**config.mk**
```make
export PLATFORM = sky130hd
export DESIGN_NAME = ht_task_sched
export DESIGN_NICKNAME = d
export VERILOG_FILES = /design/src/rtl/hash_table.sv /design/src/rtl/ht_task_sched.sv
export SDC_FILE = /design/constraint.sdc
export NUM_CORES = 1
export LEC_CHECK = 0
export BUFFER_PORTS_ARGS = -buffer_cell sky130_fd_sc_hd__buf_2
export CAP_MARGIN = 20
export CORE_AREA = 2 2 124 126
export DETAILED_ROUTE_END_ITERATION = 8
export DIE_AREA = 0 0 126 128
export PLACE_DENSITY = 0.72
export SLEW_MARGIN = 10
export SYNTH_ARGS = -nofsm -noshare
export SYNTH_HDL_FRONTEND = slang
export SYNTH_SLANG_ARGS = --single-unit
```
**constraint.sdc**
```tcl
create_clock -name clk_i -period 1.75 [get_ports clk_i]
set_input_delay 0.2625 -clock clk_i [delete_from_list [all_inputs] [get_ports clk_i]]
set_output_delay 0.2625 -clock clk_i [all_outputs]
set_load 0.005 [all_outputs]
```
**src/rtl/hash_table.sv**
```systemverilog
// Shared hash-table types: command/result payloads, result codes and engine
// numbering used by the task scheduler and the command engines.
package hash_table;

    localparam int unsigned KEY_W      = 16;
    localparam int unsigned VALUE_W    = 16;
    localparam int unsigned BUCKET_W   = 8;
    localparam int unsigned ENG_IDX_W  = 2;

    localparam int unsigned ENG_SEARCH = 0;
    localparam int unsigned ENG_INSERT = 1;
    localparam int unsigned ENG_DELETE = 2;
    localparam int unsigned ENG_INIT   = 3;

    typedef enum logic [2:0] {
        OP_SEARCH = 3'd0,
        OP_INSERT = 3'd1,
        OP_DELETE = 3'd2,
        OP_INIT   = 3'd3
    } ht_cmd_t;

    typedef enum logic [2:0] {
        SUCCESS        = 3'd0,
        KEY_EXISTS     = 3'd1,
        KEY_NOT_EXISTS = 3'd2,
        TABLE_FULL     = 3'd3,
        UNKNOWN_CMD    = 3'd4
    } ht_rescode_t;

    typedef enum logic [1:0] {
        IDLE_S     = 2'd0,
        DISPATCH_S = 2'd1,
        WAIT_RES_S = 2'd2,
        REPORT_S   = 2'd3
    } ht_sched_state_t;

    typedef struct packed {
        ht_cmd_t              cmd;
        logic [KEY_W-1:0]     key;
        logic [VALUE_W-1:0]   value;
    } ht_pdata_t;

    typedef struct packed {
        ht_cmd_t              cmd;
        ht_rescode_t          rescode;
        logic [KEY_W-1:0]     key;
        logic [VALUE_W-1:0]   value;
        logic [BUCKET_W-1:0]  bucket;
    } ht_result_t;

    typedef struct packed {
        logic                 legal;
        logic [ENG_IDX_W-1:0] idx;
    } ht_eng_sel_t;

    // Map a command onto the engine that executes it; legal=0 for unknown commands.
    function automatic ht_eng_sel_t decode_cmd(input ht_cmd_t cmd);
        ht_eng_sel_t sel;
        sel = '0;
        case (cmd)
            OP_SEARCH: begin sel.legal = 1'b1; sel.idx = ENG_IDX_W'(ENG_SEARCH); end
            OP_INSERT: begin sel.legal = 1'b1; sel.idx = ENG_IDX_W'(ENG_INSERT); end
            OP_DELETE: begin sel.legal = 1'b1; sel.idx = ENG_IDX_W'(ENG_DELETE); end
            OP_INIT:   begin sel.legal = 1'b1; sel.idx = ENG_IDX_W'(ENG_INIT);   end
            default:   sel = '0;
        endcase
        return sel;
    endfunction

endpackage

```
**src/rtl/ht_task_sched.sv**
```systemverilog
// Single-task scheduler: locks one incoming task, dispatches it to the engine
// selected by its command, collects that engine's result and reports it.
module ht_task_sched
    import hash_table::*;
#(
    parameter int unsigned ENG_NUM   = 4,
    parameter int unsigned WD_CYCLES = 1024
) (
    input  logic                      clk_i,
    input  logic                      rst_i,
    input  ht_pdata_t                 task_i,
    input  logic                      task_valid_i,
    output logic                      task_ready_o,
    output ht_pdata_t                 eng_task_o,
    output logic [ENG_NUM-1:0]        eng_task_valid_o,
    input  logic [ENG_NUM-1:0]        eng_task_ready_i,
    input  ht_result_t [ENG_NUM-1:0]  eng_result_i,
    input  logic [ENG_NUM-1:0]        eng_result_valid_i,
    output logic [ENG_NUM-1:0]        eng_result_ready_o,
    output ht_result_t                result_o,
    output logic                      result_valid_o,
    input  logic                      result_ready_i,
    output logic                      busy_o,
    output logic                      wd_err_o
);

    localparam int unsigned ENG_W = (ENG_NUM > 1) ? $clog2(ENG_NUM) : 1;
    localparam int unsigned CNT_W = $clog2(WD_CYCLES) + 1;

    ht_sched_state_t     state_q, state_d;
    ht_pdata_t           task_q, task_d;
    ht_result_t          result_q, result_d;
    logic [ENG_W-1:0]    eng_q, eng_d;
    logic [CNT_W-1:0]    cnt_q, cnt_d;
    logic                wd_err_q, wd_err_d;
    logic                task_ready_d, busy_d, result_valid_d;
    logic [ENG_NUM-1:0]  eng_valid_d, eng_rready_d;
    ht_eng_sel_t         sel;

    // State, payload registers and registered outputs
    always_ff @(posedge clk_i) begin
        if (rst_i) begin
            state_q            <= IDLE_S;
            task_q             <= '0;
            result_q           <= '0;
            eng_q              <= '0;
            cnt_q              <= '0;
            wd_err_q           <= 1'b0;
            task_ready_o       <= 1'b1;
            busy_o             <= 1'b0;
            result_valid_o     <= 1'b0;
            eng_task_valid_o   <= '0;
            eng_result_ready_o <= '0;
        end else begin
            state_q            <= state_d;
            task_q             <= task_d;
            result_q           <= result_d;
            eng_q              <= eng_d;
            cnt_q              <= cnt_d;
            wd_err_q           <= wd_err_d;
            task_ready_o       <= task_ready_d;
            busy_o             <= busy_d;
            result_valid_o     <= result_valid_d;
            eng_task_valid_o   <= eng_valid_d;
            eng_result_ready_o <= eng_rready_d;
        end
    end

    // Next state, payload capture, watchdog and next output values
    always_comb begin
        state_d  = state_q;
        task_d   = task_q;
        result_d = result_q;
        eng_d    = eng_q;
        cnt_d    = cnt_q;
        wd_err_d = wd_err_q;
        sel      = '0;

        case (state_q)
            IDLE_S: begin
                if (task_valid_i && task_ready_o) begin
                    task_d = task_i;
                    sel    = decode_cmd(task_i.cmd);
                    if (sel.legal) begin
                        eng_d   = ENG_W'(sel.idx);
                        state_d = DISPATCH_S;
                    end else begin
                        result_d         = '0;
                        result_d.cmd     = task_i.cmd;
                        result_d.rescode = UNKNOWN_CMD;
                        state_d          = REPORT_S;
                    end
                end
            end
            DISPATCH_S: begin
                if (eng_task_valid_o[eng_q] && eng_task_ready_i[eng_q]) begin
                    state_d = WAIT_RES_S;
                end
            end
            WAIT_RES_S: begin
                if (eng_result_valid_i[eng_q] && eng_result_ready_o[eng_q]) begin
                    result_d = eng_result_i[eng_q];
                    state_d  = REPORT_S;
                end
            end
            REPORT_S: begin
                if (result_valid_o && result_ready_i) begin
                    state_d = IDLE_S;
                end
            end
            default: state_d = IDLE_S;
        endcase

        // Watchdog only flags a stuck task; it never aborts it
        if (state_q == IDLE_S) begin
            cnt_d = '0;
        end else if ((state_q == DISPATCH_S || state_q == WAIT_RES_S) &&
                     (cnt_q != CNT_W'(WD_CYCLES))) begin
            cnt_d = cnt_q + CNT_W'(1);
        end
        if (cnt_d == CNT_W'(WD_CYCLES)) begin
            wd_err_d = 1'b1;
        end

        task_ready_d   = (state_d == IDLE_S);
        busy_d         = (state_d != IDLE_S);
        result_valid_d = (state_d == REPORT_S);
        eng_valid_d    = (state_d == DISPATCH_S) ? (ENG_NUM'(1) << eng_d) : '0;
        eng_rready_d   = (state_d == WAIT_RES_S) ? (ENG_NUM'(1) << eng_d) : '0;
    end

    assign eng_task_o = task_q;
    assign result_o   = result_q;
    assign wd_err_o   = wd_err_q;

endmodule

```
==> flow_metrics.py, run 1 <==
metrics = {
    "outcome": {
        "status": "complete, but fails checks",
        "violations": "negative setup slack",
    },
    "setup_path": {
        "slowest_stage": "mux4_2",
        "cp_max_fo": 8,
        "critical_path.max_stage_delay_ps": 470,
        "worstSetupStartpointType": "register",
        "cp.required_ps": 2020,
        "cp_cell_sequence": "and2_4 > mux4_2 > o21a_1 > a211o_4 > nor3_1",
        "path_buf_inv": 0,
        "worst_setup_path_end_kind": "register",
        "crit_type": "register to register",
        "critPathTopFamily": "compound AO/OA/AOI/OAI gates",
        "crit_arrival_ps": 2070,
    },
    "power": {
        "peakVddDrop_mv": 0.5747,
        "p_per_area_nw_per_um2": 1142,
        "leakage_nw": 3.610,
        "power_mw": 9.441,
    },
    "clocking": {
        "cts_max_path_buffers": 2,
        "h-tree-depth": 3,
        "clkLatencyLatePin_ps": 350,
        "clk_pin_slew_worst_paths_ps": 80,
        "cts_hold_buf": 0,
        "cts_tree": "yes",
        "numCtsBuffers": 9,
        "cts_root_buf": "clkbuf_16",
        "cts_sinks": 108,
    },
    "layout": {
        "final_common_cell": "buf_2",
        "nets": 1156,
        "multi_input_area_um2": 3366,
        "stdcell_count": 1111,
        "final_layout_size_suffix_gt1_frac": 0.5699,
        "nFillCells": 1364,
        "final_cell_area_um2": 8264,
        "diodes": 0,
        "area_growth_syn_to_layout_pct": 54.47,
        "register_area_um2": 2175,
        "utilization": 0.5560,
        "final_cell_mix": "buf_2, nand2_1, dfxtp_1",
    },
    "drt": {
        "drt-met1-wl_um": 7679,
        "dr_total_vias": 5681,
        "top_layer": "met4",
        "drt-total-wl_um": 19490,
        "wl_per_cell_um": 17.54,
        "drtAntennaViolNets": 0,
        "met3_length_um": 1131,
        "drcViolationCount": 0,
        "route.met2.wl_um": 10220,
        "dr.pass1.iters": 4,
        "vias_per_cell": 5.113,
        "first_iter_violations": 268,
    },
    "synth": {
        "async_reset_ff_frac": 0,
        "netlist_area_um2": 5350,
        "netlist_instances": 580,
        "synth_area_leaders": "dfxtp_1, mux4_2, nand2_1",
        "yosys_warnings": 0,
        "yosys.area.top_type": "dfxtp_1",
        "synth_top_area_frac": 0.4041,
        "synth-main-ff-cell": "dfxtp_1",
        "synth_seq_cells": 108,
        "yosysUniqueCellTypes": 43,
        "syn_area_per_cell_um2": 9.224,
        "synth_edf_count": 0,
        "syn_nets": 817,
        "yosysSeqAreaShare": 0.4041,
    },
    "global_routing": {
        "grt_pass1_vias": 5247,
        "gr-total-overflow": 0,
        "grt_pass1_wl_um": 27840,
        "grt_use_total": 0.2219,
        "antenna_found_initial": 2,
        "grt_max_degree": 63,
    },
    "hold_path": {
        "hp-class": "input port to register",
    },
    "timing": {
        "layout_min_cycle_time_ps": 1801,
        "maxSlewViolCount": 0,
        "worstMarginPinSlew_ps": 806.4,
        "finalHoldViolCount": 0,
        "clock.fmax_ghz": 0.5554,
        "rsz0062_at_grt": "true",
        "period_share": 1.029,
        "setup_viol": 17,
        "fin_setup_tns_ps": -339.5,
        "post-route-worst-setup-slack_ps": -50.54,
        "fin_worst_skew_ps": 8.474,
        "fin_hold_ws_ps": 140.7,
        "relSlewSlack": 0.4624,
    },
    "die": {
        "die_y_um": 128,
        "start_util": 0.3599,
        "rows": 45,
        "core_region_area_um2": 14860,
        "die_x_um": 126,
        "dieArea_um2": 16130,
        "io_pins": 324,
    },
    "placement": {
        "dpl_cell_area_um2": 7477,
        "portBuffers": 323,
        "dp.cells": 1087,
        "place_congestion": 0.8610,
        "hpwl_um": 14440,
        "dp_worst_setup_slack_ps": -125.0,
    },
    "run": {
        "drv_cap": 0,
    },
}
-- final timing paths --
path	startpoint	endpoint	slack (ps)	cells after the start
max	eng_task_valid_o[0]$_SDFF_PP0_	eng_task_valid_o[2]$_SDFF_PP0_	-50	5
min	task_i[2]	eng_task_o[2]$_SDFFE_PP0P_	140	3
max reg2reg	eng_task_valid_o[0]$_SDFF_PP0_	eng_task_valid_o[2]$_SDFF_PP0_	-50	5
min reg2reg	result_o[9]$_SDFFE_PP0P_	result_o[9]$_SDFFE_PP0P_	450	2
-- flip-flops by register name, indices dropped and copies added, names as in the netlist, 2 cells and up --
name	count
eng_task_valid_o	4
eng_task_o	35
result_o	46
eng_result_ready_o	4
cnt_q	11
state_q	2
eng_q	2
-- final cells by class --
class | count | share of cell area
well taps | 188 | 0.02846
clock buffers | 9 | 0.02725
flip-flops and latches | 108 | 0.2631
clock inverters | 6 | 0.005602
inverters | 13 | 0.005905
multi-input cells | 412 | 0.4073
repair buffers | 375 | 0.2624
-- cells in the mapped netlist, types with 2 or more instances --
cell type,count
or3_1,2
nand4_1,3
xnor2_1,8
buf_2,11
nor3_1,9
nand2b_1,3
inv_1,12
nand2_1,125
clkbuf_1,34
nor2b_1,3
o21ai_0,5
dfxtp_1,108
buf_1,2
a21oi_1,83
nor4b_1,3
a211oi_1,5
and3_1,5
nor2_1,20
nand3_1,47
and2_0,8
nor4_1,2
ha_1,6
mux2i_1,6
nor3b_1,2
o21a_1,3
mux4_2,48
-- where the power goes --
| part | switching, mW | total [mW] | internal [mW] |
|---|---|---|---|
| Clock | 0.944 | 1.92 | 0.972 |
| Sequential | 0.189 | 2.99 | 2.80 |
| Combinational | 2.42 | 4.53 | 2.12 |
| Total | 3.55 | 9.44 | 5.89 |
-- repair_timing --
action | 4_1_cts | 5_1_grt
setup buffers | 0 | 3
gates resized for setup | 7 | 96
pin swaps | 3 | 38
setup endpoints to repair | 11 | 60
cloned | 0 | 6
-- cell families after synthesis --
kind of cell,share of synthesized area
compound gates,0.1073
mux,0.2154
buf+inv,0.04467
flops,0.4041
xor+xnor,0.01473
fa+ha+maj,0.01403
simple gates,0.1997
-- layer usage --
metal	vias to the layer above	GRT usage
met1	2691	0.2742
met2	224	0.3966
met4	0	0.08274
met3	27	0.02880
li1	2739	-
met5	-	0
-- worst reg2reg max path: stages, from the launching register on --
cell and delay, ps:
dfxtp_2 320, and2_4 120, mux4_2 470, o21a_1 240, a211o_4 380, nor3_1 190
Note: power is estimated with default switching activity, not from simulation.
==> run 2, diff against run 1 <==
- BUFFER_PORTS_ARGS: -buffer_cell sky130_fd_sc_hd__buf_2 -> -buffer_cell sky130_fd_sc_hd__buf_4
==> flow_metrics.py, run 2 (synthesized netlist as in run 1, its figures left out) <==
metrics = {
    "outcome": {
        "status": "complete, but fails checks",
        "violations": "negative setup slack",
    },
    "setup_path": {
        "cp_max_fo": 5,
        "worstSetupStartpointType": "register",
        "critical_path.max_stage_delay_ps": 480,
        "slowest_stage": "mux4_2",
        "worst_setup_path_end_kind": "register",
        "cp.required_ps": 2010,
        "crit_arrival_ps": 2070,
        "path_buf_inv": 0,
        "cp_cell_sequence": "and2_4 > mux4_2 > a2111o_1 > nor2b_4 > nor4_2",
        "crit_type": "register to register",
        "critPathTopFamily": "simple AND/OR/NAND/NOR gates",
    },
    "die": {
        "rows": 45,
        "die_x_um": 126,
        "core_region_area_um2": 14860,
        "dieArea_um2": 16130,
        "start_util": 0.3599,
        "io_pins": 324,
        "die_y_um": 128,
    },
    "timing": {
        "period_share": 1.033,
        "rsz0062_at_grt": "true",
        "worstMarginPinSlew_ps": 775.8,
        "maxSlewViolCount": 0,
        "fin_hold_ws_ps": 154.0,
        "layout_min_cycle_time_ps": 1807,
        "finalHoldViolCount": 0,
        "setup_viol": 40,
        "fin_worst_skew_ps": 9.660,
        "clock.fmax_ghz": 0.5533,
        "fin_setup_tns_ps": -992.6,
        "post-route-worst-setup-slack_ps": -57.34,
        "relSlewSlack": 0.4828,
    },
    "layout": {
        "final_common_cell": "buf_4",
        "diodes": 0,
        "nets": 1159,
        "final_layout_size_suffix_gt1_frac": 0.5955,
        "final_cell_area_um2": 9285,
        "largest_reg_flops": 46,
        "area_growth_syn_to_layout_pct": 73.55,
        "stdcell_count": 1115,
        "final_cell_mix": "buf_4, nand2_1, dfxtp_1",
    },
    "global_routing": {
        "antenna_found_initial": 0,
        "gr-total-overflow": 0,
        "grt_pass1_vias": 5578,
        "top_usage_layer": "met2",
        "grt_use_met1": 0.2761,
        "grt_pass1_wl_um": 29390,
        "gr-usage-met3": 0.04215,
        "grt_use_total": 0.2350,
        "grt_max_degree": 62,
        "use_met2": 0.4235,
    },
    "drt": {
        "vias_per_cell": 5.237,
        "dr_total_vias": 5839,
        "drcViolationCount": 0,
        "drt-total-wl_um": 21110,
        "dr.pass1.iters": 5,
        "wl_per_cell_um": 18.93,
        "first_iter_violations": 370,
        "drtAntennaViolNets": 0,
    },
    "clocking": {
        "cts_hold_buf": 0,
        "clk_pin_slew_worst_paths_ps": 80,
        "cts_tree": "yes",
        "cts_sinks": 108,
        "cts_root_buf": "clkbuf_16",
        "clkLatencyLatePin_ps": 350,
        "h-tree-depth": 3,
        "cts_max_path_buffers": 2,
        "numCtsBuffers": 9,
    },
    "run": {
        "drv_cap": 0,
    },
    "hold_path": {
        "hp-class": "input port to register",
    },
    "placement": {
        "dp.cells": 1085,
        "portBuffers": 323,
        "dpl_cell_area_um2": 8280,
        "place_congestion": 0.8421,
        "hpwl_um": 15300,
    },
    "power": {
        "leakage_nw": 3.813,
        "peakVddDrop_mv": 0.5461,
        "p_per_area_nw_per_um2": 1091,
    },
}
run 2: metrics by stage:
stage	util	setup slack (ps)	power (mW)
after floorplan	-	2.077	5.109
after global placement	0.5571	-123.4	7.019
after detailed placement	0.5571	-135.3	7.054
after CTS	0.5811	-56.05	9.152
after global routing	0.6247	-114.8	10.67
final	0.6247	-57.34	10.13
run 2: final timing paths:
| kind | from | to | slack (ps) | cells after the start |
|---|---|---|---|---|
| max | eng_task_valid_o[0]$_SDFF_PP0_ | eng_task_valid_o[3]$_SDFF_PP0_ | -60 | 5 |
| min | task_i[0] | eng_task_o[0]$_SDFFE_PP0P_ | 150 | 3 |
| max reg2reg | eng_task_valid_o[0]$_SDFF_PP0_ | eng_task_valid_o[3]$_SDFF_PP0_ | -60 | 5 |
| min reg2reg | result_o[18]$_SDFFE_PP0P_ | result_o[18]$_SDFFE_PP0P_ | 450 | 2 |
run 2: what timing repair did:
action                                  CTS  global route
pin swaps                                 3            41
resized for setup                        13           106
gates cloned                              0             9
endpoints found under the setup margin   21            59
buffers inserted                          0             5
run 2: final cells by class:
class	instances	area, µm²
clock buffer	11	242.7
clock inverter	5	42.54
fill	1249	5579
inverter	13	48.80
multi-input combinational	412	3482
sequential	108	2177
tap	188	235.2
timing repair buffer	378	3057
run 2: power by group:
part | switching [mW] | internal (mW)
registers | 0.192 | 2.81
clock network | 0.946 | 1.02
logic | 2.62 | 2.54
total | 3.76 | 6.37
run 2: routing by layer:
layer / routed length, µm / vias up
met5: 0 / -
met4: 588 / 0
met3: 1296 / 33
met2: 11350 / 252
met1: 7873 / 2802
li1: - / 2752
run 2: tightest hold or removal path, cell delays in order:
cell and delay [ps]:
buf_4 110, nand2_1 40, a21oi_1 50
==> run 3, diff against run 2 <==
- GPL_TIMING_DRIVEN: unset -> 0
==> flow_metrics.py, run 3 (synthesized netlist as in run 1, its figures left out) <==
metrics = {
    "clocking": {
        "cts_hold_buf": 0,
        "cts_sinks": 108,
        "cts_tree": "yes",
        "numCtsBuffers": 9,
        "clkLatencyLatePin_ps": 350,
        "cts_max_path_buffers": 2,
        "h-tree-depth": 3,
        "cts_root_buf": "clkbuf_16",
        "clk_pin_slew_worst_paths_ps": 80,
    },
    "global_routing": {
        "grt_pass1_vias": 5655,
        "grt_use_total": 0.2448,
        "gr-total-overflow": 0,
        "grt_max_degree": 20,
        "grt_pass1_wl_um": 30300,
        "antenna_found_initial": 0,
    },
    "drt": {
        "drtAntennaViolNets": 0,
        "first_iter_violations": 255,
        "dr_total_vias": 5756,
        "wl_per_cell_um": 19.00,
        "drt-total-wl_um": 21300,
        "drcViolationCount": 0,
        "dr.pass1.iters": 5,
        "vias_per_cell": 5.135,
    },
    "timing": {
        "rsz0062_at_grt": "true",
        "layout_min_cycle_time_ps": 1839,
        "fin_hold_ws_ps": 148.6,
        "fin_setup_tns_ps": -3170,
        "finalHoldViolCount": 0,
        "setup_viol": 56,
        "relSlewSlack": 0.4718,
        "maxSlewViolCount": 0,
        "clock.fmax_ghz": 0.5437,
        "worstMarginPinSlew_ps": 792.3,
        "fin_worst_skew_ps": 10.05,
        "post-route-worst-setup-slack_ps": -89.30,
        "period_share": 1.051,
    },
    "placement": {
        "dp.cells": 1090,
        "hpwl_um": 16320,
        "portBuffers": 322,
        "place_congestion": 0.8196,
    },
    "layout": {
        "final_common_cell": "buf_4",
        "area_growth_syn_to_layout_pct": 76.59,
        "multi_input_area_um2": 3651,
        "nFillCells": 1285,
        "final_cell_mix": "buf_4, dfxtp_1, nand2_1",
        "nets": 1165,
        "diodes": 0,
        "stdcell_count": 1121,
        "largest_reg_flops": 46,
        "final_layout_size_suffix_gt1_frac": 0.6184,
        "register_area_um2": 2186,
    },
    "hold_path": {
        "hp-class": "input port to register",
    },
    "die": {
        "io_pins": 324,
        "dieArea_um2": 16130,
        "die_x_um": 126,
        "rows": 45,
        "die_y_um": 128,
        "start_util": 0.3599,
        "core_region_area_um2": 14860,
    },
    "power": {
        "p_per_area_nw_per_um2": 1116,
        "leakage_nw": 3.895,
        "peakVddDrop_mv": 0.5674,
    },
    "run": {
        "drv_cap": 0,
    },
    "outcome": {
        "violations": "negative setup slack",
        "status": "complete, but fails checks",
    },
    "setup_path": {
        "crit_type": "register to register",
        "crit_arrival_ps": 2120,
        "worstSetupStartpointType": "register",
        "cp.required_ps": 2030,
        "worst_setup_path_end_kind": "register",
        "cp_max_fo": 6,
    },
}
[run 3: cell count changes in the layout (fill, tap and decap cells not counted), moves of 10 or more]
cell and delta:
a21oi_1 -13, a21oi_2 +13, buf_4 -31, buf_6 +10
clkbuf_1 +14, clkbuf_2 +10, nand2_1 -23, nand2_4 +20
nand3_1 +15
[run 3: cell type report]
type,count,share of cell area
sequential,108,0.2314
tap,188,0.02490
clock inverter,6,0.008078
clock buffer,10,0.02424
multi-input combinational,412,0.3864
timing repair buffer,342,0.2866
inverter,13,0.005695
buffer,42,0.03271
[run 3: stage by stage]
stage / total power [mW] / utilization / setup slack, ps / cell area [µm²]
3_3_place_gp: 6.662 / 0.5424 / -635.0 / 8063
6_report: 10.54 / 0.6356 / -89.30 / 9448
3_5_place_dp: 6.690 / 0.5424 / -671.6 / 8063
2_1_floorplan: 5.109 / - / 2.077 / 5410
4_1_cts: 9.844 / 0.5984 / -92.98 / 8895
5_1_grt: 11.06 / 0.6356 / -174.9 / 9448
[run 3: critical path, cell delays in order (launching register included)]
cell and delay (ps):
dfxtp_2 340, inv_2 80, mux4_2 560, buf_6 150, o21ai_4 160, buf_12 160
clkbuf_16 160, nand2_4 40, a21oi_2 120
[run 3: metal layers]
layer,global-route usage,vias up,share of wire
met4,0.06141,0,0.013
met2,0.4567,216,0.54
li1,-,2762,-
met3,0.05008,16,0.063
met5,0,-,0
met1,0.2871,2762,0.38
[run 3: worst paths after layout]
check / from / endpoint / slack, ps / depth (start not counted)
setup reg to reg: eng_q[1]$_SDFF_PP0_ / result_o[38]$_SDFFE_PP0P_ / -90 / 8
hold reg to reg: result_o[17]$_SDFFE_PP0P_ / result_o[17]$_SDFFE_PP0P_ / 460 / 2
setup / recovery: eng_q[1]$_SDFF_PP0_ / result_o[38]$_SDFFE_PP0P_ / -90 / 8
hold / removal: task_i[26] / eng_task_o[26]$_SDFFE_PP0P_ / 150 / 3
[run 3: timing repair]
| action | in CTS | in global routing |
|---|---|---|
| resized for setup | 115 | 137 |
| gates cloned | 5 | 2 |
| endpoints found under the setup margin | 107 | 61 |
| pin swaps | 29 | 67 |
| setup buffers | 10 | 3 |
[run 3: power by group]
group	total, mW	switching [mW]	internal [mW]	leakage (nW)
Sequential	3.09	0.272	2.82	0.883
Combinational	5.33	2.65	2.68	2.86
Clock	2.12	0.983	1.14	0.150
Total	10.5	3.90	6.64	3.90
